### src/rtl/fifo_write_arbiter.sv
// Round-robin, burst-bounded sharing of one FIFO write port among N_REQ valid/ready producers.
// Accepted beat reaches fifo_wr_en/fifo_data_in one cycle later; req_ready is withheld while the FIFO cannot take another write.
module fifo_write_arbiter #(
  parameter int N_REQ     = 4,
  parameter int DATA_W    = 16,
  parameter int MAX_BURST = 4,
  localparam int ID_W     = $clog2(N_REQ),
  localparam int BW       = $clog2(MAX_BURST + 1)
) (
  input  logic                    clk,
  input  logic                    rst,
  input  logic [N_REQ-1:0]        req,
  input  logic [N_REQ*DATA_W-1:0] req_data,
  output logic [N_REQ-1:0]        req_ready,
  input  logic                    fifo_full,
  input  logic                    fifo_almostfull,
  input  logic                    fifo_wr_ack,
  input  logic                    fifo_overflow,
  output logic                    fifo_wr_en,
  output logic [DATA_W-1:0]       fifo_data_in,
  output logic [ID_W-1:0]         grant_id,
  output logic                    busy,
  output logic                    drop_err
);

  typedef enum logic [1:0] {IDLE, GRANT, STALL} state_t;

  state_t              state_q, state_d;
  logic [ID_W-1:0]     rr_ptr_q, rr_ptr_d;
  logic [ID_W-1:0]     grant_id_q, grant_id_d;
  logic [BW-1:0]       burst_cnt_q, burst_cnt_d;
  logic                fifo_wr_en_q, fifo_wr_en_d;
  logic [DATA_W-1:0]   fifo_data_in_q, fifo_data_in_d;
  logic                ack_pend_q, ack_pend_d;
  logic                drop_err_q, drop_err_d;
  logic                busy_q, busy_d;

  logic                can_issue;
  logic                burst_full;
  logic                sel_vld;
  logic [ID_W-1:0]     sel_idx;
  logic [ID_W-1:0]     cand;
  logic                acc_vld;
  logic [ID_W-1:0]     acc_idx;

  // First requester strictly after the last owner, wrapping.
  always_comb begin
    sel_vld = 1'b0;
    sel_idx = '0;
    cand    = '0;
    for (int k = 1; k <= N_REQ; k++) begin
      cand = ID_W'((int'(rr_ptr_q) + k) % N_REQ);
      if (!sel_vld && req[cand]) begin
        sel_vld = 1'b1;
        sel_idx = cand;
      end
    end
  end

  always_comb begin
    // The write already registered may consume the last free slot.
    can_issue   = !fifo_full && !(fifo_wr_en_q && fifo_almostfull);
    burst_full  = (burst_cnt_q == BW'(MAX_BURST));
    acc_vld     = 1'b0;
    acc_idx     = grant_id_q;
    state_d     = state_q;
    rr_ptr_d    = rr_ptr_q;
    grant_id_d  = grant_id_q;
    burst_cnt_d = burst_cnt_q;

    unique case (state_q)
      IDLE: begin
        if (sel_vld && can_issue) begin
          acc_vld     = 1'b1;
          acc_idx     = sel_idx;
          grant_id_d  = sel_idx;
          burst_cnt_d = BW'(1);
          state_d     = GRANT;
        end
      end
      GRANT: begin
        if (!req[grant_id_q] || burst_full) begin
          rr_ptr_d    = grant_id_q;
          burst_cnt_d = '0;
          state_d     = IDLE;
        end else if (can_issue) begin
          acc_vld     = 1'b1;
          burst_cnt_d = burst_cnt_q + BW'(1);
        end else begin
          state_d = STALL;
        end
      end
      STALL: begin
        if (!req[grant_id_q]) begin
          rr_ptr_d    = grant_id_q;
          burst_cnt_d = '0;
          state_d     = IDLE;
        end else if (can_issue) begin
          acc_vld     = 1'b1;
          burst_cnt_d = burst_cnt_q + BW'(1);
          state_d     = GRANT;
        end
      end
      default: state_d = IDLE;
    endcase

    if (rst) begin
      acc_vld = 1'b0;
    end

    req_ready = '0;
    if (acc_vld) begin
      req_ready[acc_idx] = 1'b1;
    end

    fifo_wr_en_d   = acc_vld;
    fifo_data_in_d = acc_vld ? req_data[acc_idx*DATA_W +: DATA_W] : fifo_data_in_q;
    ack_pend_d     = fifo_wr_en_q;
    drop_err_d     = drop_err_q | (ack_pend_q && (!fifo_wr_ack || fifo_overflow));
    busy_d         = (state_d != IDLE);
  end

  always_ff @(posedge clk) begin
    if (rst) begin
      state_q        <= IDLE;
      rr_ptr_q       <= ID_W'(N_REQ - 1);
      grant_id_q     <= '0;
      burst_cnt_q    <= '0;
      fifo_wr_en_q   <= 1'b0;
      fifo_data_in_q <= '0;
      ack_pend_q     <= 1'b0;
      drop_err_q     <= 1'b0;
      busy_q         <= 1'b0;
    end else begin
      state_q        <= state_d;
      rr_ptr_q       <= rr_ptr_d;
      grant_id_q     <= grant_id_d;
      burst_cnt_q    <= burst_cnt_d;
      fifo_wr_en_q   <= fifo_wr_en_d;
      fifo_data_in_q <= fifo_data_in_d;
      ack_pend_q     <= ack_pend_d;
      drop_err_q     <= drop_err_d;
      busy_q         <= busy_d;
    end
  end

  assign fifo_wr_en   = fifo_wr_en_q;
  assign fifo_data_in = fifo_data_in_q;
  assign grant_id     = grant_id_q;
  assign busy         = busy_q;
  assign drop_err     = drop_err_q;

endmodule

### config.mk
export PLATFORM = sky130hd
export DESIGN_NAME = fifo_write_arbiter
export DESIGN_NICKNAME = d
export VERILOG_FILES = /design/src/rtl/fifo_write_arbiter.sv
export SDC_FILE = /design/constraint.sdc
export NUM_CORES = 1
export LEC_CHECK = 0
export BUFFER_PORTS_ARGS = -buffer_cell sky130_fd_sc_hd__buf_2
export CORE_MARGIN = 2
export CORE_UTILIZATION = 52
export DETAILED_ROUTE_END_ITERATION = 6
export PLACE_DENSITY = 0.91
export SYNTH_ARGS = -nofsm -noshare
export SYNTH_HDL_FRONTEND = slang
export SYNTH_SLANG_ARGS = --single-unit
### constraint.sdc
create_clock -name clk -period 5.5 [get_ports clk]
set_input_delay 0.275 -clock clk [delete_from_list [all_inputs] [get_ports clk]]
set_output_delay 0.275 -clock clk [all_outputs]
set_load 0.01 [all_outputs]
* After elaboration in Yosys (flattened, before gate mapping)
Cells that the tools add are included.
W data, S select, Z words.
** Operators by class
- $add $sub $neg :: 5
- Magnitude comparators :: 7
- Equality and inequality tests :: 6
- Shift operators :: 1
- Multiplexer cells :: 43
- Bitwise gates (word level) :: 1
- Reductions and logical operators :: 23
** Operators by type and width (number)
- $shiftx A64 B7 Y16 :: 1
- $mux W2 :: 13
- $lt A2 B3 Y1 const B :: 6
- $mux W1 :: 15
- $mux W3 :: 4
- $bmux W1 S2 :: 5
- $pmux W3 S3 :: 1
- $logic_and A1 B1 Y1 :: 8
- $logic_not A1 Y1 :: 7
- $ne A2 B2 Y1 const B :: 3
- $pmux W2 S3 :: 1
- $add A2 B1 Y2 const B :: 2
- $add A2 B2 Y2 const B :: 2
- $mux W4 :: 1
- $pmux W2 S2 :: 1
- $reduce_bool A2 Y1 :: 2
- $add A3 B1 Y3 const B :: 1
- $eq A3 B3 Y1 const B :: 1
- $pmux W1 S3 :: 1
- $reduce_and A3 Y1 :: 1
- $reduce_bool A3 Y1 :: 1
- $demux W1 S2 :: 1
- $eq A2 B1 Y1 const B :: 1
- $eq A2 B2 Y1 const B :: 1
- 5 further kinds :: 6
** Word-level totals
- Bits in registers :: 29
- Logic and storage cells :: 95

* Longest topological paths before layout
Gate-level depths: netlist of run 1.
- Word-level depth :: 21
- Gate-level depth with buffers :: 10
- Mapped depth without buffers :: 8

* Worst setup path before layout of run 1
Ideal clock, no wire load.
- Path kind :: reg2out
- Start point :: reg state_q[1]
- End point :: out req_ready[1]
- Arrival time :: 2082 ps
- Setup slack :: 3143 ps
- Stages on the path, launching flop included :: 9
- Buffers on the path :: 2
- Cell sequence :: dfxtp_1 inv_1 ha_1 a21boi_1 o21ai_2 a2111o_2 buf_4 buf_6 nor3_1
** Between the ends
- Longest elaborated chain between the ends :: 7
- Elaborated cells on any way between the ends :: 12
- Those cells by class :: order compare: 2; eq/ne: 2; mux: 6; reduce/logical: 2
** Ends and longest elaborated chain
- start, declared :: RTL line 28 : state_t state_q, state_d;
- start signal, assigned :: RTL line 135 : state_q <= state_d;
- $logic_not A2 Y1 :: RTL line 71 : unique case (state_q)
- $mux W2 :: RTL line 71
- $lt A2 B3 Y1 (not written as such) or $ge A2 B1 Y1 (tied branches) :: RTL line 113 : req_ready[acc_idx] = 1'b1;
- $logic_and A1 B1 Y1 (not written as such) :: RTL line 113
- $mux W1 (not written as such) :: RTL line 113
- $demux W1 S2 :: RTL line 113
- $mux W4 * :: RTL line 112 : if (acc_vld) begin
- end, declared :: RTL line 14 : output logic [N_REQ-1:0] req_ready,
Every way passes the cells marked *; elsewhere a longest branch is shown, timed or not.

* Final worst setup path of run 1
- Start point :: reg state_q[1]
- End point :: out req_ready[2]
Same word-level chain as after synthesis.

==> results of run 1 <==
metal layers:
layer  global-route usage (%)  share of wire [%]
met5                        0                  0
met1                     27.7                 41
met3                     6.64                6.3
met4                     8.97                2.6
met2                     42.2                 50
metrics by stage:
stage | hold slack, ns | utilization, % | instances | cell area, um2
final | 0.315 | 68.3 | 370 | 2790
after global routing | 0.340 | 68.3 | 370 | 2790
after CTS | 0.320 | 68.3 | 370 | 2790
after detailed placement | 0.465 | 66.3 | 362 | 2710
after global placement | 0.443 | 66.3 | 362 | 2710
after floorplan | 0.433 | - | 232 | 2260
power breakdown:
group | total, W | switching (W) | internal (W) | leakage, nW
Clock | 0.000167 | 0.0000775 | 0.0000896 | 0.0395
Sequential | 0.000267 | 0.0000232 | 0.000244 | 0.240
Combinational | 0.000319 | 0.000189 | 0.000130 | 0.901
Total | 0.000753 | 0.000289 | 0.000464 | 1.18
cell usage in the layout, fill, tap and decap left out, types with 3 or more instances in the layout:
cell type,Yosys,routed
inv_1,21,21
ha_1,7,7
a311oi_1,16,16
nor2b_1,4,4
a221oi_2,10,10
buf_2,2,98
mux2i_1,19,19
dfxtp_1,29,29
a2111oi_0,5,5
nor2_1,8,8
a21oi_1,7,7
nand2_1,5,5
nand3_1,3,3
nand2b_1,21,21
clkbuf_8,0,5
a221oi_1,6,6
buf_4,4,3
nor3_1,4,4
o21ai_0,6,6
a2111oi_4,6,6
a2111oi_2,5,5
clkbuf_1,9,3
a31oi_1,3,3
cell type report:
cell class | instances | area [um2]
fillers | 323 | 1300
inverters | 22 | 82.6
flip-flops and latches | 29 | 581
clock buffers | 8 | 80.1
repair buffers | 101 | 513
well taps | 50 | 62.6
multi-input cells | 160 | 1470
state kept, by name (all words and copies together) (netlist names):
register	count
state_q	2
burst_cnt_q	3
ack_pend_q	1
grant_id	2
busy	1
fifo_wr_en	1
drop_err	1
rr_ptr_q	2
fifo_data_in	16
final timing paths:
kind / from / end / cells past startpoint / slack [ns]
max: state_q[1] / req_ready[2] / 7 / 1.66
min: fifo_wr_ack / drop_err / 4 / 0.31
max reg2reg: state_q[1] / fifo_data_in[12] / 7 / 1.96
min reg2reg: ack_pend_q / drop_err / 2 / 0.47
kinds of logic (layout without fill, tap and decap cells):
group | Yosys count | after routing | share of synthesized area [%]
adder cells (fa/ha/maj) | 7 | 7 | 3.87
flip-flops | 29 | 29 | 25.6
buffers and inverters | 43 | 131 | 9.89
AO/OA/AOI/OAI | 82 | 82 | 38.9
AND/OR/NAND/NOR | 51 | 51 | 12.3
multiplexers | 20 | 20 | 9.39
critical path: stages (launching register included):
cell	delay, ns
dfxtp_1	0.35
inv_1	0.11
ha_1	0.24
o41ai_2	0.11
nor2_1	0.98
a31o_2	1.07
and3_1	0.29
buf_2	0.13
==> results.yml, run 1 <==
yosys:
  syn_nets: 313
  yosys-top-cells-area: "dfxtp_1 26%, mux2i_1 8.4%, a2111oi_4 7.3%"
  async_flop_share_pct: 0
  synth-seq-cells: 29
  netlist_area_um2: 2260
  synth-edff-count: 0
  postSynthCellCount: 232
  seq_area_frac_synth_pct: 25.6
  synth_ff_type: "dfxtp_1"
  synthDistinctLibCells: 45
  yosysWarnings: 0
  synth_most_common_cell: "dfxtp_1"
  synth.avg_cell_area_um2: 9.76
  synth_top_area_share_pct: 25.6
  yosys.area.top_type: "dfxtp_1"
  yosys-top-cells-count: "29 x dfxtp_1, 21 x inv_1, 21 x nand2b_1, 19 x mux2i_1, 16 x a311oi_1"
route:
  dr.first_iter.drc_count: 111
  viasPerCell: 5.98
  drtAntennaViolNets: 0
  drc_errors: 0
  drt-pass1-iter-count: 4
  wl_mm: 5.96
  avgRoutedWirePerCell_um: 16.1
  vias: 2211
clocking:
  cts_made_buffers: 5
  postCtsSetupRepairBufs: 0
  clk_latency_ns: 0.28
  cts_resized: 0
  cts_buffer_depth: 2
  hold_buffers: 0
  cts_tree: "yes"
  clk_pin_slew_ns: 0.06
  htree_levels: 2
  cts-root-buf: "clkbuf_8"
  clock-sinks: 29
die:
  core_area_um2: 4090
  dieArea_um2: 4900
  die_h_um: 70.0
  die_width_um: 70.0
  initial_core_util_pct: 55.4
  io_pins: 99
  placementRows: 23
global_route:
  grt_start_max_net_pins: 36
  grt_pass1_vias: 2099
  grt_pass1_wl_mm: 9.61
  grt_use_total_pct: 24.1
  antenna_found_initial: 0
  overflow: 0
final_layout:
  area_growth_pct: 23.2
  drive_gt1_share_pct: 42.2
  diodes: 0
  fin_nets: 400
placed_design:
  pre_cts_ws_ns: 2.03
  gp_congestion: 1.01
  dp_hpwl_mm: 4.29
  io_buffer_count: 98
hold_path:
  hold_path.class: "in -> reg"
flow_run:
  cap_violations: 0
critical_path:
  critPathCaptureType: "output pin"
  crit_type: "reg -> out"
  cp.required_ns: 5.22
  cp_max_fo: 34
  cp.arrival_ns: 3.57
  start_kind: "flop"
sta:
  hold_viol_final: 0
  setup_viol: 0
  fin_ws_ns: 1.66
  finalClockSkew_ns: 0.00431
  slew_headroom_pct: 14.3
  period_needed_ns: 3.84
  worstMarginPinSlew_ns: 1.28
  grt_setup_unrepaired: "no"
  slew_viol_final: 0
  post-route-period-util_pct: 69.9
  fin_tns_setup_ns: 0
  max_freq_mhz: 260
pwr:
  worst_ir_drop_vdd_uv: 217
  p_per_area_nw_per_um2: 270
  leakage_nw: 1.18
  finalPower_w: 0.000753
run_status:
  outcome: "finished clean"
Note: power is estimated with default switching activity, not from simulation.
==> run 2: changes to the inputs <==
--- a/config.mk
+++ b/config.mk
@@ -5,11 +5,12 @@
 export SDC_FILE = /design/constraint.sdc
 export NUM_CORES = 1
 export LEC_CHECK = 0
+export ABC_AREA = 1
 export BUFFER_PORTS_ARGS = -buffer_cell sky130_fd_sc_hd__buf_2
 export CORE_MARGIN = 2
-export CORE_UTILIZATION = 52
+export CORE_UTILIZATION = 49
 export DETAILED_ROUTE_END_ITERATION = 6
-export PLACE_DENSITY = 0.91
+export PLACE_DENSITY = 0.85
 export SYNTH_ARGS = -nofsm -noshare
 export SYNTH_HDL_FRONTEND = slang
 export SYNTH_SLANG_ARGS = --single-unit
==> constraint.sdc (replaced) <==
create_clock -name clk -period 3.9 [get_ports clk]
set_input_delay 0.195 -clock clk [delete_from_list [all_inputs] [get_ports clk]]
set_output_delay 0.195 -clock clk [all_outputs]
set_load 0.01 [all_outputs]
==> results.yml, run 2 <==
run_status:
  outcome: "finished clean"
critical_path:
  critPathBufInv: 1
  cp_slowest_cell: "dfxtp_1"
  cpPeakStageDelay_ns: 0.59
  cp.arrival_ns: 2.62
  cp_cell_sequence: "nand2_1 > nand2_2 > nand2_2 > nand2_4 > nor2_8 > nand3_4 > nand3_4 > nand2_2 > nand2_2 > nor3_1 > buf_2"
  cp.required_ns: 3.70
  critPathCaptureType: "output pin"
  crit_type: "reg -> out"
  start_kind: "flop"
  crit_top_cell: "nand2_2"
  crit_family: "simple AND/OR/NAND/NOR gates"
  cp_max_fo: 33
die:
  core_area_um2: 4690
  die_width_um: 73.5
  io_pins: 99
  dieArea_um2: 5390
  die_h_um: 73.5
  placementRows: 25
  initial_core_util_pct: 50.4
sta:
  grt_setup_unrepaired: "no"
  post-route-period-util_pct: 72.2
  max_freq_mhz: 355
  holdWs_ns: 0.199
  finalClockSkew_ns: 0.0103
  period_needed_ns: 2.82
  worstMarginPinSlew_ns: 0.999
  hold_viol_final: 0
  setup_viol: 0
  fin_tns_setup_ns: 0
  slew_headroom_pct: 33.2
  slew_viol_final: 0
yosys:
  yosys-top-cells-count: "147 x nand2_1, 93 x nand3_1, 29 x dfxtp_1, 25 x inv_1"
  postSynthCellCount: 391
  seq_area_frac_synth_pct: 24.6
  yosysWarnings: 0
  synthDistinctLibCells: 30
  synth.avg_cell_area_um2: 6.04
  synth_top_area_share_pct: 24.6
  async_flop_share_pct: 0
  synth_ff_type: "dfxtp_1"
  syn_nets: 472
  yosys-top-cells-area: "dfxtp_1 25%, nand2_1 23%, nand3_1 20%"
  synth-seq-cells: 29
  yosys.area.top_type: "dfxtp_1"
  synth_most_common_cell: "nand2_1"
  netlist_area_um2: 2360
  synth-edff-count: 0
final_layout:
  layout.cells.non_filler: 530
  fillers: 449
  final_cell_mix: "147 x nand2_1, 98 x buf_2, 93 x nand3_1"
  largest_reg_flops: 16
  final_common_cell: "nand2_1"
  drive_gt1_share_pct: 28.8
  final_core_util_pct: 61.1
  area_growth_pct: 21.3
  diodes: 0
  fin_nets: 556
clocking:
  clk_latency_ns: 0.28
  cts_tree: "yes"
  clk_pin_slew_ns: 0.07
  cts_made_buffers: 5
  hold_buffers: 0
  htree_levels: 2
  cts-root-buf: "clkbuf_8"
  cts_resized: 0
  postCtsSetupRepairBufs: 0
  cts_buffer_depth: 2
  clock-sinks: 29
global_route:
  grt_pass1_wl_mm: 10.9
  grt_start_max_net_pins: 34
  antenna_found_initial: 0
  overflow: 0
  grt_pass1_vias: 2478
  grt_use_total_pct: 25.6
route:
  drtAntennaViolNets: 0
  drc_errors: 0
  vias: 2772
  avgRoutedWirePerCell_um: 12.5
  viasPerCell: 5.23
  wl_mm: 6.60
  dr.first_iter.drc_count: 164
  drt-pass1-iter-count: 4
pwr:
  leakage_nw: 1.70
  worst_ir_drop_vdd_uv: 374
  p_per_area_nw_per_um2: 729
  finalPower_w: 0.00209
flow_run:
  cap_violations: 0
placed_design:
  io_buffer_count: 98
  gp_congestion: 0.955
  dp_cells: 522
  dp_hpwl_mm: 4.97
hold_path:
  hold_path.class: "in -> reg"
[run 2: changes by cell type after synthesis, moves of 10 or more]
cell	delta
nand2_1	+142
nand3_1	+90
nand2b_1	-21
mux2i_1	-19
a311oi_1	-16
nand2_2	+13
a221oi_2	-10
[run 2: kinds of logic after synthesis]
logic type | after synthesis | synth area share (%)
simple gates | 281 | 55.3
compound gates | 21 | 5.03
flops | 29 | 24.6
buf+inv | 53 | 11.4
fa+ha+maj | 7 | 3.71
[run 2: power breakdown]
part | switching (W) | total [W] | internal, W | leakage (nW)
Clock | 0.000119 | 0.000242 | 0.000123 | 0.0439
Sequential | 0.0000857 | 0.000490 | 0.000405 | 0.238
Combinational | 0.000901 | 0.00136 | 0.000458 | 1.42
[run 2: final cells by class]
class                      count  area, um2  share of cell area (%)
timing repair buffer          98        490                    17.1
tap                           54       67.6                    2.36
clock buffer                   5       68.8                    2.40
inverter                      32        128                    4.45
clock inverter                 3       17.5                   0.611
multi-input combinational    309       1510                    52.8
sequential                    29        581                    20.3
[run 2: final timing paths]
kind,cells after the start,slack (ns),start,endpoint
worst min-delay path,2,0.20,rst,drop_err
worst max register to register,14,1.29,rr_ptr_q[0],fifo_data_in[10]
worst max-delay path,11,1.08,rr_ptr_q[0],req_ready[3]
worst min register to register,2,0.44,fifo_wr_en,ack_pend_q
[run 2: worst reg2reg max path: cells and delay by family (launching register included)]
kind / cells / cell delay (ns)
and+or+nand+nor: 14 / 1.95
DFF: 1 / 0.59
[run 2: routing by layer]
layer  track usage, %  vias up  part of all wire (%)
met1             32.6     1233                    43
li1                 -     1421                     -
met5                0        -                     0
met4             8.28        0                   2.1
met2             42.4      104                    49
met3             6.31       14                   6.2
[run 2: metrics by stage]
stage | setup slack [ns] | instance area [um2]
after floorplan | 1.98 | 2360
after global placement | 1.40 | 2780
after detailed placement | 1.27 | 2780
after CTS | 1.05 | 2870
after global routing | 0.859 | 2870
final | 1.08 | 2870
